File: src/rtl/ttt_pkg.sv
// Shared types and board helpers for the tic-tac-toe computer opponent.
package ttt_pkg;

    typedef enum logic [1:0] {
        EMPTY = 2'b00,
        P1    = 2'b11,
        P2    = 2'b10
    } cell_t;

    typedef logic [3:0] addr_t;

    typedef enum logic [2:0] {
        ST_IDLE,
        ST_SCAN,
        ST_ISSUE,
        ST_WAIT,
        ST_ERROR
    } state_t;

    localparam int NLINES = 8;

    localparam addr_t LINES [NLINES][3] = '{
        '{4'd0, 4'd1, 4'd2}, '{4'd3, 4'd4, 4'd5}, '{4'd6, 4'd7, 4'd8},
        '{4'd0, 4'd3, 4'd6}, '{4'd1, 4'd4, 4'd7}, '{4'd2, 4'd5, 4'd8},
        '{4'd0, 4'd4, 4'd8}, '{4'd2, 4'd4, 4'd6}
    };

    // Addresses above 8 read as empty rather than indexing past the board.
    function automatic logic [1:0] cell_at(input logic [17:0] board, input addr_t i);
        logic [1:0] c;
        c = 2'b00;
        for (int k = 0; k < 9; k++) begin
            if (i == addr_t'(k)) c = board[2*k +: 2];
        end
        return c;
    endfunction

endpackage

File: src/rtl/cell_threat.sv
// Combinational check: would placing `mark` at `idx` complete a line through idx.
module cell_threat
    import ttt_pkg::*;
(
    input  logic [17:0] gBoard,
    input  addr_t       idx,
    input  logic [1:0]  mark,
    output logic        completes
);

    always_comb begin
        completes = 1'b0;
        for (int l = 0; l < NLINES; l++) begin
            if ((LINES[l][0] == idx || LINES[l][1] == idx || LINES[l][2] == idx) &&
                (LINES[l][0] == idx || cell_at(gBoard, LINES[l][0]) == mark) &&
                (LINES[l][1] == idx || cell_at(gBoard, LINES[l][1]) == mark) &&
                (LINES[l][2] == idx || cell_at(gBoard, LINES[l][2]) == mark))
                completes = 1'b1;
        end
    end

endmodule

File: src/rtl/auto_player.sv
// Computer opponent: detects its turn, scans the board for the best empty cell
// and issues a move strobe, retrying until its mark shows up on the board.
module auto_player
    import ttt_pkg::*;
#(
    parameter logic [1:0] MY_MARK   = 2'b10,
    parameter int         ACK_WAIT  = 8,
    parameter int         MAX_RETRY = 2
) (
    input  logic        ph1,
    input  logic        reset,
    input  logic        enable,
    input  logic        isPlayer1Start,
    input  logic [17:0] gBoard,
    input  logic        gameIsDone,
    output logic        playerWrite,
    output logic [3:0]  playerInput,
    output logic        busy,
    output logic        error
);

    localparam int TW = (ACK_WAIT > 1) ? $clog2(ACK_WAIT) : 1;
    localparam int RW = (MAX_RETRY > 0) ? $clog2(MAX_RETRY + 1) : 1;
    localparam logic [1:0] OPP = (MY_MARK == P1) ? P2 : P1;

    state_t          state, state_d;
    addr_t           idx, idx_d;
    logic [TW-1:0]   timer, timer_d;
    logic [RW-1:0]   retry, retry_d;
    logic            pw_q;
    addr_t           pin_q;
    logic            win_v, blk_v, cen_v, cor_v, sid_v;
    addr_t           win_a, blk_a, cor_a, sid_a;
    logic [17:0]     board_q;

    logic [3:0]      n1, n2;
    logic            any_empty;
    logic [1:0]      to_move;
    logic            my_turn;
    logic            abort;
    logic            clr, lat, issue_go;
    logic [1:0]      cur_cell, ack_cell;
    logic            cur_empty, is_corner;
    logic            me_win, opp_win;
    addr_t           sel;

    cell_threat u_win (.gBoard(gBoard), .idx(idx), .mark(MY_MARK), .completes(me_win));
    cell_threat u_blk (.gBoard(gBoard), .idx(idx), .mark(OPP),     .completes(opp_win));

    // Whose turn: equal counts means the starter moves, otherwise the other side.
    always_comb begin
        n1 = '0;
        n2 = '0;
        any_empty = 1'b0;
        for (int k = 0; k < 9; k++) begin
            if (gBoard[2*k +: 2] == P1) n1 = n1 + 4'd1;
            if (gBoard[2*k +: 2] == P2) n2 = n2 + 4'd1;
            if (gBoard[2*k +: 2] == EMPTY) any_empty = 1'b1;
        end
        if (n1 == n2) to_move = isPlayer1Start ? P1 : P2;
        else          to_move = isPlayer1Start ? P2 : P1;
        my_turn = (to_move == MY_MARK) && !gameIsDone && any_empty;
    end

    assign cur_cell  = cell_at(gBoard, idx);
    assign ack_cell  = cell_at(gBoard, pin_q);
    assign cur_empty = (cur_cell == EMPTY);
    assign is_corner = (idx == 4'd0) || (idx == 4'd2) || (idx == 4'd6) || (idx == 4'd8);
    // ERROR is left only through enable=0 or reset, so game-over does not clear it.
    assign abort     = !enable || (gameIsDone && state != ST_ERROR);

    always_comb begin
        sel = pin_q;
        if (win_v)      sel = win_a;
        else if (blk_v) sel = blk_a;
        else if (cen_v) sel = 4'd4;
        else if (cor_v) sel = cor_a;
        else if (sid_v) sel = sid_a;
    end

    always_comb begin
        state_d  = state;
        idx_d    = idx;
        timer_d  = timer;
        retry_d  = retry;
        clr      = 1'b0;
        lat      = 1'b0;
        issue_go = 1'b0;
        if (abort) begin
            state_d = ST_IDLE;
            idx_d   = '0;
            timer_d = '0;
            retry_d = '0;
        end else begin
            case (state)
                ST_IDLE: begin
                    if (my_turn) begin
                        state_d = ST_SCAN;
                        idx_d   = '0;
                        clr     = 1'b1;
                    end
                end
                ST_SCAN: begin
                    if (gBoard != board_q) begin
                        idx_d = '0;
                        clr   = 1'b1;
                    end else begin
                        lat = 1'b1;
                        if (idx == 4'd8) state_d = ST_ISSUE;
                        else             idx_d   = idx + 4'd1;
                    end
                end
                ST_ISSUE: begin
                    state_d  = ST_WAIT;
                    timer_d  = '0;
                    issue_go = 1'b1;
                end
                ST_WAIT: begin
                    if (ack_cell == MY_MARK) begin
                        state_d = ST_IDLE;
                        retry_d = '0;
                    end else if (ack_cell == OPP) begin
                        state_d = ST_SCAN;
                        idx_d   = '0;
                        clr     = 1'b1;
                    end else if (timer == TW'(ACK_WAIT - 1)) begin
                        if (retry < RW'(MAX_RETRY)) begin
                            state_d = ST_ISSUE;
                            retry_d = retry + 1'b1;
                        end else begin
                            state_d = ST_ERROR;
                        end
                    end else begin
                        timer_d = timer + 1'b1;
                    end
                end
                ST_ERROR: state_d = ST_ERROR;
                default:  state_d = ST_IDLE;
            endcase
        end
    end

    always_ff @(posedge ph1 or negedge reset) begin
        if (!reset) begin
            state <= ST_IDLE;
            idx   <= '0;
            timer <= '0;
            retry <= '0;
            pw_q  <= 1'b0;
            pin_q <= '0;
            win_v <= 1'b0;
            blk_v <= 1'b0;
            cen_v <= 1'b0;
            cor_v <= 1'b0;
            sid_v <= 1'b0;
        end else begin
            state <= state_d;
            idx   <= idx_d;
            timer <= timer_d;
            retry <= retry_d;
            pw_q  <= issue_go;
            if (issue_go) pin_q <= sel;
            if (clr) begin
                win_v <= 1'b0;
                blk_v <= 1'b0;
                cen_v <= 1'b0;
                cor_v <= 1'b0;
                sid_v <= 1'b0;
            end else if (lat && cur_empty) begin
                if (me_win)               win_v <= 1'b1;
                if (opp_win)              blk_v <= 1'b1;
                if (idx == 4'd4)          cen_v <= 1'b1;
                if (is_corner)            cor_v <= 1'b1;
                if (!is_corner && idx != 4'd4) sid_v <= 1'b1;
            end
        end
    end

    // Candidate addresses only matter once their valid flag is set.
    always_ff @(posedge ph1) begin
        board_q <= gBoard;
        if (lat && cur_empty) begin
            if (me_win && !win_v)                        win_a <= idx;
            if (opp_win && !blk_v)                       blk_a <= idx;
            if (is_corner && !cor_v)                     cor_a <= idx;
            if (!is_corner && idx != 4'd4 && !sid_v)     sid_a <= idx;
        end
    end

    assign playerWrite = pw_q && enable && !gameIsDone;
    assign playerInput = pin_q;
    assign busy        = (state != ST_IDLE) && (state != ST_ERROR);
    assign error       = (state == ST_ERROR);

endmodule

File: config.mk
export PLATFORM = sky130hd
export DESIGN_NAME = auto_player
export DESIGN_NICKNAME = d
export VERILOG_FILES = /design/src/rtl/ttt_pkg.sv /design/src/rtl/cell_threat.sv /design/src/rtl/auto_player.sv
export SDC_FILE = /design/constraint.sdc
export NUM_CORES = 1
export LEC_CHECK = 0
export ABC_AREA = 1
export CAP_MARGIN = 20
export CORE_MARGIN = 8
export CORE_UTILIZATION = 25
export CTS_BUF_LIST = sky130_fd_sc_hd__clkbuf_8
export DETAILED_ROUTE_END_ITERATION = 8
export GPL_TIMING_DRIVEN = 0
export HOLD_SLACK_MARGIN = 0.05
export PLACE_DENSITY = 0.42
export REMOVE_ABC_BUFFERS = 1
export SLEW_MARGIN = 5
export SYNTH_ARGS = -nofsm -noshare
export SYNTH_HDL_FRONTEND = slang
export SYNTH_HIERARCHICAL = 1
export SYNTH_SLANG_ARGS = --single-unit
File: constraint.sdc
create_clock -name ph1 -period 5.6 [get_ports ph1]
set_input_delay 0.56 -clock ph1 [delete_from_list [all_inputs] [get_ports ph1]]
set_output_delay 0.56 -clock ph1 [all_outputs]
set_load 0.01 [all_outputs]
# Yosys cells after proc, flatten, opt, wreduce, memory -nomap -nowiden
# Index checks and enable logic that the tools add are counted.
[word_totals]
out_inout_bits = 7
ff_bits = 56
in_bits = 23
[classes]
order_cmp = 1
n_eq_ne = 64
n_mux = 122
addsub = 19
n_reduce_logical = 145
[op_table]
columns = ["operator", "n"]
rows = [
  ["4-bit two-way mux", 27],
  ["4-bit by 1-bit adder with 4-bit output (second input constant)", 17],
  ["1-bit logical AND", 60],
  ["1-bit two-way mux", 55],
  ["2-bit two-way mux", 24],
  ["2-bit equality test (second input constant)", 21],
  ["1-bit logical OR", 38],
  ["3-bit two-way mux", 12],
  ["4-bit by 3-bit equality test with 1-bit output (second input constant)", 8],
  ["3-bit != test (second input constant)", 9],
  ["2-bit zero test", 10],
  ["2-bit AND reduction", 10],
  ["18-bit != test", 1],
  ["3-bit by 4-bit equality test with 1-bit output (first input constant)", 4],
  ["4-bit by 2-bit equality test with 1-bit output (second input constant)", 4],
  ["3-bit one-hot mux with 5 select lines", 1],
  ["2-bit nonzero test", 7],
  ["4-bit one-hot mux with 3 select lines", 1],
  ["4-bit AND reduction", 3],
  ["3-bit nonzero test", 4],
  ["2-bit by 4-bit equality test with 1-bit output (first input constant)", 2],
  ["4-bit by 1-bit equality test with 1-bit output (second input constant)", 2],
  ["4-bit equality test (second input constant)", 2],
  ["4-bit zero test", 2],
  ["other kinds (19)", 27],
]

# Logic depth before layout (Yosys ltp)
[depth]
word_depth = 28
ltp_mapped = 41
depth_no_buf = 41

# Modules after synthesis
# Netlist, hierarchy kept.
[by_module_without_submodules]
columns = ["mod", "area_each_um2", "cells_each", "instances", "seq_area_each_um2"]
rows = [
  ["auto_player", 4446.8, 655, 1, 1391.3],
  ["cell_threat", 580.6, 138, 2, 0.0],
]

# Least setup slack after synthesis
# OpenSTA, ideal clock, no wires.
[synth_timing]
path_type = "input to register"
from = "in gBoard[3]"
to = "reg idx[0]"
required_ns = 5.481
t_arrival_ns = 5.216
cell_stages = 36
setup_ns = 0.119
slack_ns = 0.265
cell_sequence = "inv_1 > nor2_1 > ha_1 > inv_1 > nand3_1 > nand2_1 > ha_1 > nand2_1 > nand2_1 > ha_1 > or2_2 > nand2_1 > inv_1 > ha_1 > nand2_1 > nand2_1 > ha_1 > or2_2 > nand2_1 > inv_1 > ha_1 > nand2_1 > nand2_1 > ha_1 > or2_2 > nand2_1 > xor2_1 > nand3_1 > nor2_2 > nand2_1 > nand2_2 > nand3_2 > nand2_4 > nand2_4 > nand2_1 > nand2_1"
[synth_via]
elab_chain_cells = 23
[synth_lines]
columns = ["item", "line_no", "text"]
rows = [
  ["start, declared", "auto_player.sv:14", "input logic [17:0] gBoard,"],
  ["2-bit equality test (on tied branches)", "auto_player.sv:56, auto_player.sv:57", ""],
  ["4-bit two-way mux (on tied branches)", "auto_player.sv:56, auto_player.sv:57", ""],
  ["4-bit by 1-bit adder with 4-bit output (on tied branches)", "auto_player.sv:56, auto_player.sv:57", ""],
  ["4-bit two-way mux (on tied branches)", "auto_player.sv:56, auto_player.sv:57", ""],
  ["4-bit by 1-bit adder with 4-bit output (on tied branches)", "auto_player.sv:56, auto_player.sv:57", ""],
  ["4-bit two-way mux (on tied branches)", "auto_player.sv:56, auto_player.sv:57", ""],
  ["4-bit by 1-bit adder with 4-bit output (on tied branches)", "auto_player.sv:56, auto_player.sv:57", ""],
  ["4-bit two-way mux (on tied branches)", "auto_player.sv:56, auto_player.sv:57", ""],
  ["(+6 left out)", "--", ""],
  ["4-bit by 1-bit adder with 4-bit output (on tied branches)", "auto_player.sv:56, auto_player.sv:57", ""],
  ["4-bit two-way mux (on tied branches)", "auto_player.sv:56, auto_player.sv:57", ""],
  ["4-bit equality test", "auto_player.sv:60", "if (n1 == n2) to_move = isPlayer1Start ? P1 : P2;"],
  ["1-bit two-way mux", "auto_player.sv:60", ""],
  ["2-bit equality test", "auto_player.sv:62", "my_turn = (to_move == MY_MARK) && !gameIsDone && any_empty;"],
  ["1-bit logical AND (2 in series)", "auto_player.sv:62", ""],
  ["3-bit != test (no source line)", "--", ""],
  ["5-bit AND reduction (no source line)", "--", ""],
  ["end signal, assigned", "auto_player.sv:158", "idx <= idx_d;"],
  ["end, declared", "auto_player.sv:27", "addr_t idx, idx_d;"],
]
# Several ways; a longest one is shown, not always the timed one.
# A chain may end at the register's enable or synchronous reset.

# Worst setup path after layout
[layout_timing]
from = "in gBoard[3]"
to = "reg idx[3]"
# Same word-level chain as after synthesis.

==> results.json <==
{
  "netlist_instances": 931,
  "cts_made_buffers": 5,
  "critPathKind": "input pin to flip-flop",
  "maxSlewViolCount": 0,
  "coreArea_sq_um": 22300,
  "maxCapViolations": 0,
  "hold_path.class": "input pin to flip-flop",
  "synthFlopType": "dfrtp_1",
  "drc": 0,
  "seq_area_frac_synth_pct": 24.8,
  "use_met3_pct": 0.899,
  "insertion_delay_ns": 0.33,
  "cp-start-kind": "input pin",
  "pre_cts_ws_ns": -1.07,
  "end_kind": "flip-flop",
  "slew_headroom_pct": 39.8,
  "grt_pass1_vias": 5276,
  "initial_core_util_pct": 25.2,
  "p_leak_nw": 3.40,
  "syn_avg_cell_area_sq_um": 6.02,
  "synth-edff-count": 16,
  "io_pins": 30,
  "hpwl_um": 12600,
  "synthesis.area_sq_um": 5610,
  "cts_buffer_depth": 2,
  "slowest_delay_ns": 0.31,
  "fp.dieW_um": 166,
  "max-vdd-ir-drop_v": 0.000118,
  "gr-total-overflow": 0,
  "clock_skew_ns": 0.0132,
  "crit_required_ns": 5.83,
  "p_per_area_nw_per_um2": 166,
  "cts_max_level": 2,
  "period_share_pct": 94.2,
  "ant_nets": 0,
  "num_vias": 5483,
  "status": "finished clean",
  "async_reset_ff_share_pct": 39.3,
  "tightest_slew_ns": 0.903,
  "nNetsFinal": 1008,
  "clkSlewWorstSetupHoldPaths_ns": 0.12,
  "cts_tree": "yes",
  "antenna_found_initial": 0,
  "vias_per_cell": 4.39,
  "crit_arrival_ns": 5.50,
  "fillerInstances": 2577,
  "wl_per_cell_um": 13.0,
  "grt_use_met1_pct": 15.3,
  "grt-busiest-layer": "met2",
  "max_freq_mhz": 190,
  "grt_pass1_wl_um": 26600,
  "grt.met2_usage_pct": 20.3,
  "cts_hold_buf": 0,
  "diodes": 0,
  "grt_usage_pct": 11.7,
  "setup_viol": 0,
  "die_y_um": 166,
  "synth_seq_cells": 56,
  "die_area_sq_um": 27500,
  "place.port_buffers": 29,
  "crit_top_cell": "nand2_1",
  "gp_congestion": 0.785,
  "cts-root-buf": "clkbuf_8",
  "area_delta_synth_final_pct": 15.0,
  "yosysWarnings": 6,
  "cp_slowest_cell": "or2_2",
  "hold_viol": 0,
  "drive_above_1_share_pct": 12.0,
  "synth_cell_type_count": 52,
  "drtIter0Drc": 241,
  "multi_input_area_sq_um": 3660,
  "rows": 55,
  "cts_sinks": 56,
  "dr.pass1.iters": 4,
  "wl_um": 16200,
  "grt_max_degree": 23,
  "register_area_sq_um": 1390,
  "r2r_slack_ns": 2.16,
  "cp_max_fo": 8,
  "finalCriticalPeriod_ns": 5.27,
  "hold_slack_ns": 0.388,
  "finalWorstSetupSlack_ns": 0.325
}
-- path summary, 6_finish.rpt --
| kind | startpoint | end | depth (start not counted) |
|---|---|---|---|
| hold / removal | gBoard[1] | board_q[1] | 1 |
| min in group asynchronous | reset | retry[1] | 1 |
| max in group asynchronous | reset | idx[1] | 2 |
| setup reg to reg | idx[0] | sid_a[1] | 13 |
| hold reg to reg | timer[1] | timer[1] | 2 |
| setup / recovery | gBoard[3] | idx[3] | 37 |
-- stage by stage --
step	instances	power (mW)	area (sq um)	utilization, %	TNS (ns)
2_1_floorplan	923	0.692	5540	-	0
3_3_place_gp	1237	0.800	6190	27.7	-12.47
3_5_place_dp	1238	0.801	6190	27.8	-12.53
4_1_cts	1247	1.06	6310	28.3	0
5_1_grt	1249	1.16	6450	28.9	-0.00685
6_report	1249	1.07	6450	28.9	0
-- per-layer routing --
layer / wire length (um) / share of wire, %
met1: 8120 / 50
met2: 7650 / 47
met3: 208 / 1.3
met4: 211 / 1.3
met5: 0 / 0
-- where the power goes --
part           switching (mW)  internal (mW)
Sequential            0.00926          0.429
Combinational           0.241          0.139
Clock                   0.160         0.0952
Total                   0.410          0.663
-- cells in the final DEF (no fill, tap or decap), types with 4 or more instances in the layout --
cell	Yosys	routed
nand2_1	335	321
inv_1	144	141
or2_2	13	11
nor3_1	8	8
nand3_2	9	13
clkbuf_8	0	5
a21oi_2	6	6
edfxtp_1	16	16
dfxtp_1	18	18
dfrtp_1	22	22
nand4_1	6	6
nand2_2	14	27
nor2_2	8	7
clkdlybuf4s50_1	0	21
nor2_1	64	62
nor2_4	1	4
conb_1	2	4
ha_1	22	19
a21oi_1	21	21
o21ai_0	35	35
nand3b_1	11	11
nand3_1	98	94
inv_4	5	6
xnor2_1	15	15
inv_2	8	10
xor2_1	5	5
nor4_1	4	4
-- cells in the mapped netlist (2+ instances only) --
cell      instances  area share, %
a21oi_1          21            1.9
a21oi_2           6           0.94
a31oi_1           3           0.33
buf_4             2           0.27
buf_6             4           0.80
clkbuf_1          3           0.20
conb_1            2           0.13
dfrtp_1          22            9.8
dfxtp_1          18            6.4
edfxtp_1         16            8.6
ha_1             22            4.9
inv_1           144            9.6
inv_2             8           0.54
inv_4             5           0.56
nand2_1         335             22
nand2_2          14            1.6
nand2_4           2           0.40
nand3_1          98            8.7
nand3_2           9            1.6
nand3b_1         11            1.5
nand3b_2          2           0.40
nand4_1           6           0.67
nor2_1           64            4.3
nor2_2            8           0.89
nor3_1            8           0.71
nor4_1            4           0.45
o21a_1            2           0.27
o21ai_0          35            3.1
o21ai_1           3           0.27
o22ai_1           2           0.22
or2_2            13            1.5
xnor2_1          15            2.3
xor2_1            5           0.78
-- cells by family (layout without fill, tap and decap cells) --
group	after synthesis	count (layout)	share of synthesized area (%)
AO/OA/AOI/OAI	83	83	8.95
AND/OR/NAND/NOR	580	580	45.9
buffers and inverters	168	199	12.2
XOR/XNOR	20	20	3.12
other	2	4	0.134
adder cells (fa/ha/maj)	22	22	4.91
flip-flops	56	56	24.8
-- critical path, delay by kind of cell --
family / cells / cell delay (ns)
buffers and inverters: 5 / 0.34
adder cells (fa/ha/maj): 7 / 1.90
XOR/XNOR: 1 / 0.17
AND/OR/NAND/NOR: 24 / 2.52
-- layout make-up --
type | instances | area share [%]
multi-input cells | 709 | 56.8
flip-flops and latches | 56 | 21.6
inverters | 158 | 9.43
well taps | 285 | 5.53
repair buffers | 33 | 5.10
clock buffers | 5 | 1.07
clock inverters | 3 | 0.446
-- flip-flops by register name, indices dropped and copies added, names as in the netlist --
name	flops
sid_v	1
timer	3
cen_v	1
blk_a	4
pw_q	1
win_a	4
cor_v	1
idx	4
sid_a	4
cor_a	4
retry	2
blk_v	1
win_v	1
state	3
board_q	18
playerInput	4
-- repair_timing --
action	CTS	global route
pin swaps	3	15
setup endpoints to repair	12	12
buffers inserted	1	1
gates resized for setup	36	40
Power figures use the tool's default switching activity.
